## src/rtl/tl_burst_rr_arbiter.sv

```systemverilog
// N-to-1 round-robin arbiter for multi-beat TileLink messages: the grant stays on one
// requester from the first to the last beat of a message, and priority rotates only between messages.
module tl_burst_rr_arbiter #(
  parameter int N             = 4,
  parameter int DATA_W        = 64,
  parameter int SIZE_W        = 4,
  parameter int LG_BEAT_BYTES = 3,
  parameter int MAX_SIZE      = 6
) (
  input  logic                clk,
  input  logic                rst_n,
  input  logic [N-1:0]        valid_i,
  output logic [N-1:0]        ready_o,
  input  logic [N*DATA_W-1:0] data_i,
  input  logic [N*SIZE_W-1:0] size_i,
  input  logic [N-1:0]        has_data_i,
  output logic                valid_o,
  input  logic                ready_i,
  output logic [DATA_W-1:0]   data_o,
  output logic                last_o,
  output logic [N-1:0]        grant_o
);

  localparam int CNT_W = MAX_SIZE - LG_BEAT_BYTES + 1;
  localparam int IDX_W = (N > 1) ? $clog2(N) : 1;

  typedef enum logic {IDLE, LOCKED} state_e;

  state_e             state_q, state_d;
  logic [IDX_W-1:0]   ptr_q, ptr_d, lock_q, lock_d;
  logic [CNT_W-1:0]   cnt_q, cnt_d;
  logic [IDX_W-1:0]   rrSel, sel, selNext;
  logic [SIZE_W-1:0]  selSize, clampSize;
  logic [CNT_W-1:0]   beats;
  logic               anyValid, multiBeat, fire;

  // Round-robin search starting at ptr_q, wrapping from N-1 back to 0.
  always_comb begin
    rrSel    = ptr_q;
    anyValid = 1'b0;
    for (int i = 0; i < N; i++) begin
      if (!anyValid && valid_i[IDX_W'((int'(ptr_q) + i) % N)]) begin
        rrSel    = IDX_W'((int'(ptr_q) + i) % N);
        anyValid = 1'b1;
      end
    end
  end

  assign sel       = (state_q == LOCKED) ? lock_q : rrSel;
  assign selNext   = (sel == IDX_W'(N - 1)) ? '0 : sel + 1'b1;
  assign selSize   = size_i[int'(sel)*SIZE_W +: SIZE_W];
  assign clampSize = (selSize > SIZE_W'(MAX_SIZE)) ? SIZE_W'(MAX_SIZE) : selSize;
  assign multiBeat = has_data_i[sel] && (clampSize > SIZE_W'(LG_BEAT_BYTES));
  // Only meaningful when multiBeat is set; otherwise the shift amount underflows harmlessly.
  assign beats     = CNT_W'(1) << (clampSize - SIZE_W'(LG_BEAT_BYTES));

  always_comb begin
    valid_o = 1'b0;
    ready_o = '0;
    grant_o = '0;
    last_o  = 1'b0;
    data_o  = data_i[int'(sel)*DATA_W +: DATA_W];
    state_d = state_q;
    ptr_d   = ptr_q;
    lock_d  = lock_q;
    cnt_d   = cnt_q;

    case (state_q)
      IDLE: begin
        valid_o = anyValid;
        last_o  = !multiBeat;
      end
      LOCKED: begin
        valid_o = valid_i[lock_q];
        last_o  = (cnt_q == CNT_W'(1));
      end
      default: ;
    endcase

    // A locked requester keeps the grant even while its valid is low.
    if (rst_n && (state_q == LOCKED || anyValid)) begin
      grant_o[sel] = 1'b1;
      ready_o[sel] = ready_i & valid_i[sel];
    end
    if (!rst_n) valid_o = 1'b0;
    fire = valid_o & ready_i;

    if (fire) begin
      case (state_q)
        IDLE: begin
          if (multiBeat) begin
            lock_d  = sel;
            cnt_d   = beats - CNT_W'(1);
            state_d = LOCKED;
          end else begin
            ptr_d = selNext;
          end
        end
        LOCKED: begin
          cnt_d = cnt_q - CNT_W'(1);
          if (cnt_q == CNT_W'(1)) begin
            state_d = IDLE;
            ptr_d   = selNext;
          end
        end
        default: ;
      endcase
    end
  end

  always_ff @(posedge clk) begin
    if (!rst_n) begin
      state_q <= IDLE;
      ptr_q   <= '0;
      lock_q  <= '0;
      cnt_q   <= '0;
    end else begin
      state_q <= state_d;
      ptr_q   <= ptr_d;
      lock_q  <= lock_d;
      cnt_q   <= cnt_d;
    end
  end

endmodule
```

## config.mk

```make
export PLATFORM = sky130hd
export DESIGN_NAME = tl_burst_rr_arbiter
export DESIGN_NICKNAME = d
export VERILOG_FILES = /design/src/rtl/tl_burst_rr_arbiter.sv
export SDC_FILE = /design/constraint.sdc
export NUM_CORES = 1
export LEC_CHECK = 0
export ABC_AREA = 1
export ABC_CLOCK_PERIOD_IN_PS = 5650
export CAP_MARGIN = 30
export CORE_AREA = 4 4 137 139
export CTS_CLUSTER_DIAMETER = 60
export DETAILED_ROUTE_END_ITERATION = 6
export DIE_AREA = 0 0 141 143
export PLACE_DENSITY = 0.69
export SYNTH_ARGS = -nofsm -noshare
export SYNTH_HDL_FRONTEND = slang
export SYNTH_SLANG_ARGS = --single-unit
```

## constraint.sdc

```tcl
create_clock -name clk -period 5.65 [get_ports clk]
set_input_delay 1.695 -clock clk [delete_from_list [all_inputs] [get_ports clk]]
set_output_delay 1.695 -clock clk [all_outputs]
set_load 0.01 [all_outputs]
```

# ---- Yosys cells after proc, flatten, opt, wreduce, memory -nomap -nowiden
# Index checks and enable logic that the tools add are counted.
dict set report word_totals {
  regBits 9
  latch_bits 0
  ram_bits 0
  rom_bits 0
  in_bits 283
  output_inout_bits 74
  n_memories 0
}
dict set report op_classes {
  n_addsub 7
  mul 0
  div 0
  n_lt_le_gt_ge 9
  n_eq_ne 5
  shift 3
  muxes 43
  n_bitwise 4
  n_reduce_logical 14
}
# cell n
set op_table {}
lappend op_table {{$shiftx 256x9->64} 1}
lappend op_table {{$mux 1} 19}
lappend op_table {{$lt 2x4->1 const B} 4}
lappend op_table {{$mux 4} 4}
lappend op_table {{$shiftx 16x5->4} 1}
lappend op_table {{$bmux 1 s2} 7}
lappend op_table {{$mux 2} 7}
lappend op_table {{$pmux 4 s2} 1}
lappend op_table {{$sub 4x1->4 const B} 2}
lappend op_table {{$logic_and 1x1->1} 6}
lappend op_table {{$lt 2x3->1 const B} 2}
lappend op_table {{$pmux 1 s2} 3}
lappend op_table {{$reduce_and 3->1} 2}
lappend op_table {{$add 2x1->2 const B} 2}
lappend op_table {{$add 2x2->2 const B} 2}
lappend op_table {{$and 4x4->4} 1}
lappend op_table {{$eq 4x1->1 const B} 1}
lappend op_table {{$gt 4x2->1 const B} 1}
lappend op_table {{$gt 4x3->1 const B} 1}
lappend op_table {{$logic_not 1->1} 4}
lappend op_table {{$ne 2x2->1 const B} 2}
lappend op_table {{$pmux 2 s2} 1}
lappend op_table {{$shl 1x4->4 const A} 1}
lappend op_table {{$sub 4x2->4 const B} 1}
lappend op_table {{8 further kinds} 9}

# ---- Longest topological paths before layout
dict set report logic_depth {
  depth_word 22
  depth_mapped 34
}

# ---- Least setup slack after synthesis
# OpenSTA, ideal clock, no wires.
dict set report synth_timing {
  kind {input to output}
  startpoint {input port valid_i[1]}
  endpoint {output port ready_o[2]}
  t_arrival_ns 3.671
  t_required_ns 3.955
  path_slack_ns 0.284
  cell_stages 14
  path_buffers 2
  cell_sequence {inv_1 > nand2_2 > nand3_2 > nand2_2 > nor2_8 > nand4_1 > nand3_1 > nand3_1 > nand2_1 > buf_2 > buf_1 > ha_1 > inv_1 > nor3_1}
}
dict set report synth_via {
  elab_chain_cells 20
}
# element line
set synth_lines {}
lappend synth_lines {{from (decl)} 12} ;# input logic [N-1:0] valid_i,
lappend synth_lines {{$bmux 1 s2} 42} ;# if (!anyValid && valid_i[IDX_W'((int'(ptr_q) + i) % N)]) begin
lappend synth_lines {{$mux 1 (implied by the code) (2 in a row)} 42}
lappend synth_lines {{$mux 1} 42}
lappend synth_lines {{$logic_not 1->1} 42}
lappend synth_lines {{$logic_and 1x1->1} 42}
lappend synth_lines {{$mux 1} 42}
lappend synth_lines {{$logic_not 1->1} 42}
lappend synth_lines {{$logic_and 1x1->1} 42}
lappend synth_lines {{[... 4 more ...]} --}
lappend synth_lines {{$mux 2 *} 49} ;# assign sel = (state_q == LOCKED) ? lock_q : rrSel;
lappend synth_lines {{net sel[1]} 32} ;# logic [IDX_W-1:0] rrSel, sel, selNext;
lappend synth_lines {{$lt 2x3->1 (implied by the code) / $ge 2x1->1 (equally long branches)} 83} ;# ready_o[sel] = ready_i & valid_i[sel];
lappend synth_lines {{$logic_and 1x1->1 (implied by the code)} 83}
lappend synth_lines {{$mux 1 (implied by the code)} 83}
lappend synth_lines {{$demux 1 s2} 83}
lappend synth_lines {{$and 4x4->4 (no source line) *} --}
lappend synth_lines {{$mux 4 *} 81} ;# if (rst_n && (state_q == LOCKED || anyValid)) begin
lappend synth_lines {{to (decl)} 13} ;# output logic [N-1:0] ready_o,
# Mark *: on every way through the listed nets, which the timed path passes. The rest lies on a longest branch. The select of a mux whose other input is x is not followed.

# ---- Worst setup path after layout
dict set report layout_timing {
  startpoint {input port valid_i[0]}
  endpoint {output port data_o[26]}
}
dict set report layout_via {
  elab_chain_cells 15
}
# element line
set layout_lines {}
lappend layout_lines {{$bmux 1 s2} 42}
lappend layout_lines {{$mux 1 (implied by the code) (2 in a row)} 42}
lappend layout_lines {{$mux 1} 42}
lappend layout_lines {{$logic_not 1->1} 42}
lappend layout_lines {{$logic_and 1x1->1} 42}
lappend layout_lines {{$mux 1} 42}
lappend layout_lines {{$logic_not 1->1} 42}
lappend layout_lines {{$logic_and 1x1->1} 42}
lappend layout_lines {{$mux 1} 42}
lappend layout_lines {{$logic_not 1->1} 42}
lappend layout_lines {{$logic_and 1x1->1} 42}
lappend layout_lines {{$mux 2 *} 42}
lappend layout_lines {{$mux 2 *} 49}
lappend layout_lines {{$shiftx 256x9->64 *} 62} ;# data_o = data_i[int'(sel)*DATA_W +: DATA_W];
lappend layout_lines {{to (decl)} 19} ;# output logic [DATA_W-1:0] data_o,
# Every way passes the cells marked *; elsewhere a longest branch is shown, timed or not. The select of a mux whose other input is x is not followed.

==> metrics.md <==
| Metric | Value |
|---|---|
| Run status | finished clean |
| Post-synth EDFFs | 0 |
| Gr ovfl total | 0 |
| Count leader, synth | nor2_1 |
| Reg2Reg Depth | 32 |
| Final GP Congestion | 0.883 |
| Crit Path Category | primary input to output port |
| Worst EP required | 3.95 ns |
| Initial antenna violation count | 1 |
| Met3 global-route usage | 0.0409 |
| Largest net degree at the start of global routing | 42 |
| Vert. Die Dim | 143 um |
| Arr. time, crit path | 3.83 ns |
| Cell Rows | 49 |
| Share of cells above drive strength 1 | 0.250 |
| Fillcell total | 1789 |
| Flop2flop setup slack | 1.56 ns |
| Slowest-stage cell, CP | or2_2 |
| Dpl hpwl | 16500 um |
| Max_slew headroom | 0.693 |
| Peak Freq | 181 MHz |
| CTS tree | done |
| Final non-filler cell total | 1217 |
| Clk buf depth | 2 |
| Drt total wl | 20600 um |
| # nets final | 1279 |
| CP Capture Type | output port |
| First-pass GRT wire length | 30200 um |
| Multi-input logic area | 3130 um2 |
| Post-synthesis sequential area ratio | 0.0527 |
| Reg-to-Reg Start | ptr_q[1] |
| Worst-Skew Late Latency | 0.23 ns |
| Layout Skew | 0.00107 ns |
| Hold-critical path endpoint | cnt_q[2] |
| Startpoint types | primary input |
| Top_reg_cell synth | dfxtp_1 |
| Met1 Usage GRT | 0.214 |
| CTS clk-pin slew, worst paths | 0.04 ns |
| Avg WL per Cell | 16.9 um |
| Net Count, Synth | 908 |
| Crit-path cells | buf_2 > nand2_1 > nand2_2 > nand2_2 > nand2_4 > nor2_8 > nand4_1 > nand3_4 > nand2_8 > buf_12 > buf_12 > or2_2 > o211ai_1 > o31ai_1 > dlygate4sd2_1 |
| Final Cycle Share | 0.978 |
| Area delta synth->final | 132% |
| Hold wc startpoint | cnt_q[2] |
| Synth Cell Area | 3420 um2 |
| Busiest grt layer | met2 |
| Setup Viol. Count Final | 0 |
| Max incr delay on CP | 0.30 ns |
| Synth area leaders | nor2_1 (15%), o211ai_1 (14%), o31ai_1 (14%) |
| Yosys top cell by area | nor2_1 |
| Fin. Hold Viols | 0 |
| Die span in x | 141 um |
| DR iter-0 viols | 255 |
| Total die area | 20200 um2 |
| Flops & latches, synth | 9 |
| Final max-slew violation count | 0 |
| Fin util | 0.449 |
| Gr usage total | 0.187 |
| RSZ-0062 raised after global routing | no |
| Met2 Usage GRT | 0.349 |
| DP Area | 7530 um2 |
| FF-to-FF End | cnt_q[1] |
| Vias | 5641 |
| Port Buffers | 356 |
| Initial core utilization | 0.194 |
| Worst slew pin tran | 0.460 ns |
| CTS H-tree depth | 1 |
| Design Area, Final | 7930 um2 |
| Cts hold-fix bufs | 0 |
| Core ar. | 17700 um2 |
| Cells after DPL | 1195 |
| Warnings, synthesis | 0 |
| Cells after Synth | 617 |
| Number of global-route vias before repair | 5591 |
| HP Class | register to register |
| Crit path max fanout | 23 |
| Worst hold margin | 0.505 ns |
| Clock Sinks | 9 |
| Share of the synthesized area in the top cell type | 0.149 |
| Cts bufs inserted | 3 |
| I/O pin count | 357 |
| Routed via count divided by cell count | 4.64 |
| Detailed Routing Iterations Pass 1 | 4 |
| Synth top cells by count | nor2_1 (136), nand2_1 (103), o211ai_1 (65) |
| Hold path cells | 2 |
| # DRC | 0 |
| Root Buffer | clkbuf_16 |
| Max-Cap Viols | 0 |
| Tmin final | 5.53 ns |
| Register area | 180 um2 |
| Post-route antenna net violation count | 0 |
| Netlist cell types | 32 |
| Synth Area per Inst | 5.55 um2 |
| Async S/R FF share, synth | 0 |
[cells by family (layout without fill, tap and decap cells)]
| logic type | Yosys count | in the layout | share of synthesized area |
|---|---|---|---|
| compound gates | 160 | 160 | 0.332 |
| fa+ha+maj | 8 | 8 | 0.0293 |
| xor+xnor | 2 | 2 | 0.00512 |
| simple gates | 359 | 360 | 0.482 |
| buf+inv | 79 | 448 | 0.0987 |
| other cells | 0 | 1 | 0 |
| flops | 9 | 9 | 0.0527 |
[state kept, by name (all words and copies together), names as in the netlist]
register,flops
state_q,1
lock_q,2
ptr_q,2
cnt_q,4
[stage by stage]
stage / TNS [ns] / setup WS [ns]
floorplan: 0 / 0.284
global placement: -33.00 / -0.661
global route: 0 / 0.0209
detailed placement: -34.42 / -0.648
CTS: 0 / 0.00150
finish: 0 / 0.122
[layer usage]
layer | wire, um | up-vias | part of all wire
met5 | 0 | - | 0
met3 | 1400 | 39 | 0.068
met1 | 8080 | 2533 | 0.39
met2 | 10500 | 206 | 0.51
met4 | 656 | 0 | 0.032
li1 | - | 2863 | -
[worst max-delay path by stage]
stage	startpoint	endpoint	slack, ns	cells after the start
after global routing	valid_i[0]	data_o[52]	0.02	15
after CTS	valid_i[0]	data_o[7]	0.002	16
after floorplan	valid_i[1]	ready_o[2]	0.28	14
final	valid_i[0]	data_o[26]	0.12	15
after global placement	valid_i[0]	data_o[8]	-0.66	16
after detailed placement	valid_i[0]	data_o[8]	-0.65	16
[repair_timing]
action                     4_1_cts  5_1_grt
setup endpoints to repair       73       70
pin swaps                       13       15
cloned                           6        0
resized for setup              205       85
buffers inserted                11        4
[worst max-delay path, delay by kind of cell]
kind                   cells  cell delay, ns
AO/OA/AOI/OAI              2            0.19
buffers and inverters      4            0.74
AND/OR/NAND/NOR            9            1.17
[layout by cell type (no fill, tap or decap), types with 2 or more instances in the layout]
cell,synthesis,final
nand3_4,0,2
inv_1,26,21
nand2_4,2,3
a21oi_1,15,13
nand2_8,0,2
ha_1,8,8
o211ai_1,65,65
clkdlybuf4s15_2,0,11
o31ai_4,0,2
clkdlybuf4s50_1,0,279
dfxtp_1,9,9
buf_12,0,16
o21ai_0,10,10
a21oi_2,1,3
clkbuf_16,0,3
clkdlybuf4s15_1,0,5
o31ai_1,64,45
dlygate4sd2_1,0,18
nand2_1,103,94
nand3_2,4,5
nand3_1,26,23
or2_2,64,64
inv_2,3,7
clkbuf_2,0,18
buf_4,2,39
o31ai_2,0,17
nand4_1,3,3
nor2_1,136,136
nand2_2,16,23
o21ai_2,2,2
buf_2,10,19
nor3_1,4,3
bufbuf_16,0,4
[final cells by class]
class                   count  area share
clock buffers               4     0.00994
well taps                 229      0.0361
flip-flops and latches      9      0.0227
diodes                      1    0.000316
multi-input cells         530       0.395
inverters                  31      0.0166
repair buffers            413       0.519
Power of run 1 is left out: the tool's default activity adds up to more than one toggle a clock period on the data nets, which glitch-free logic cannot reach.
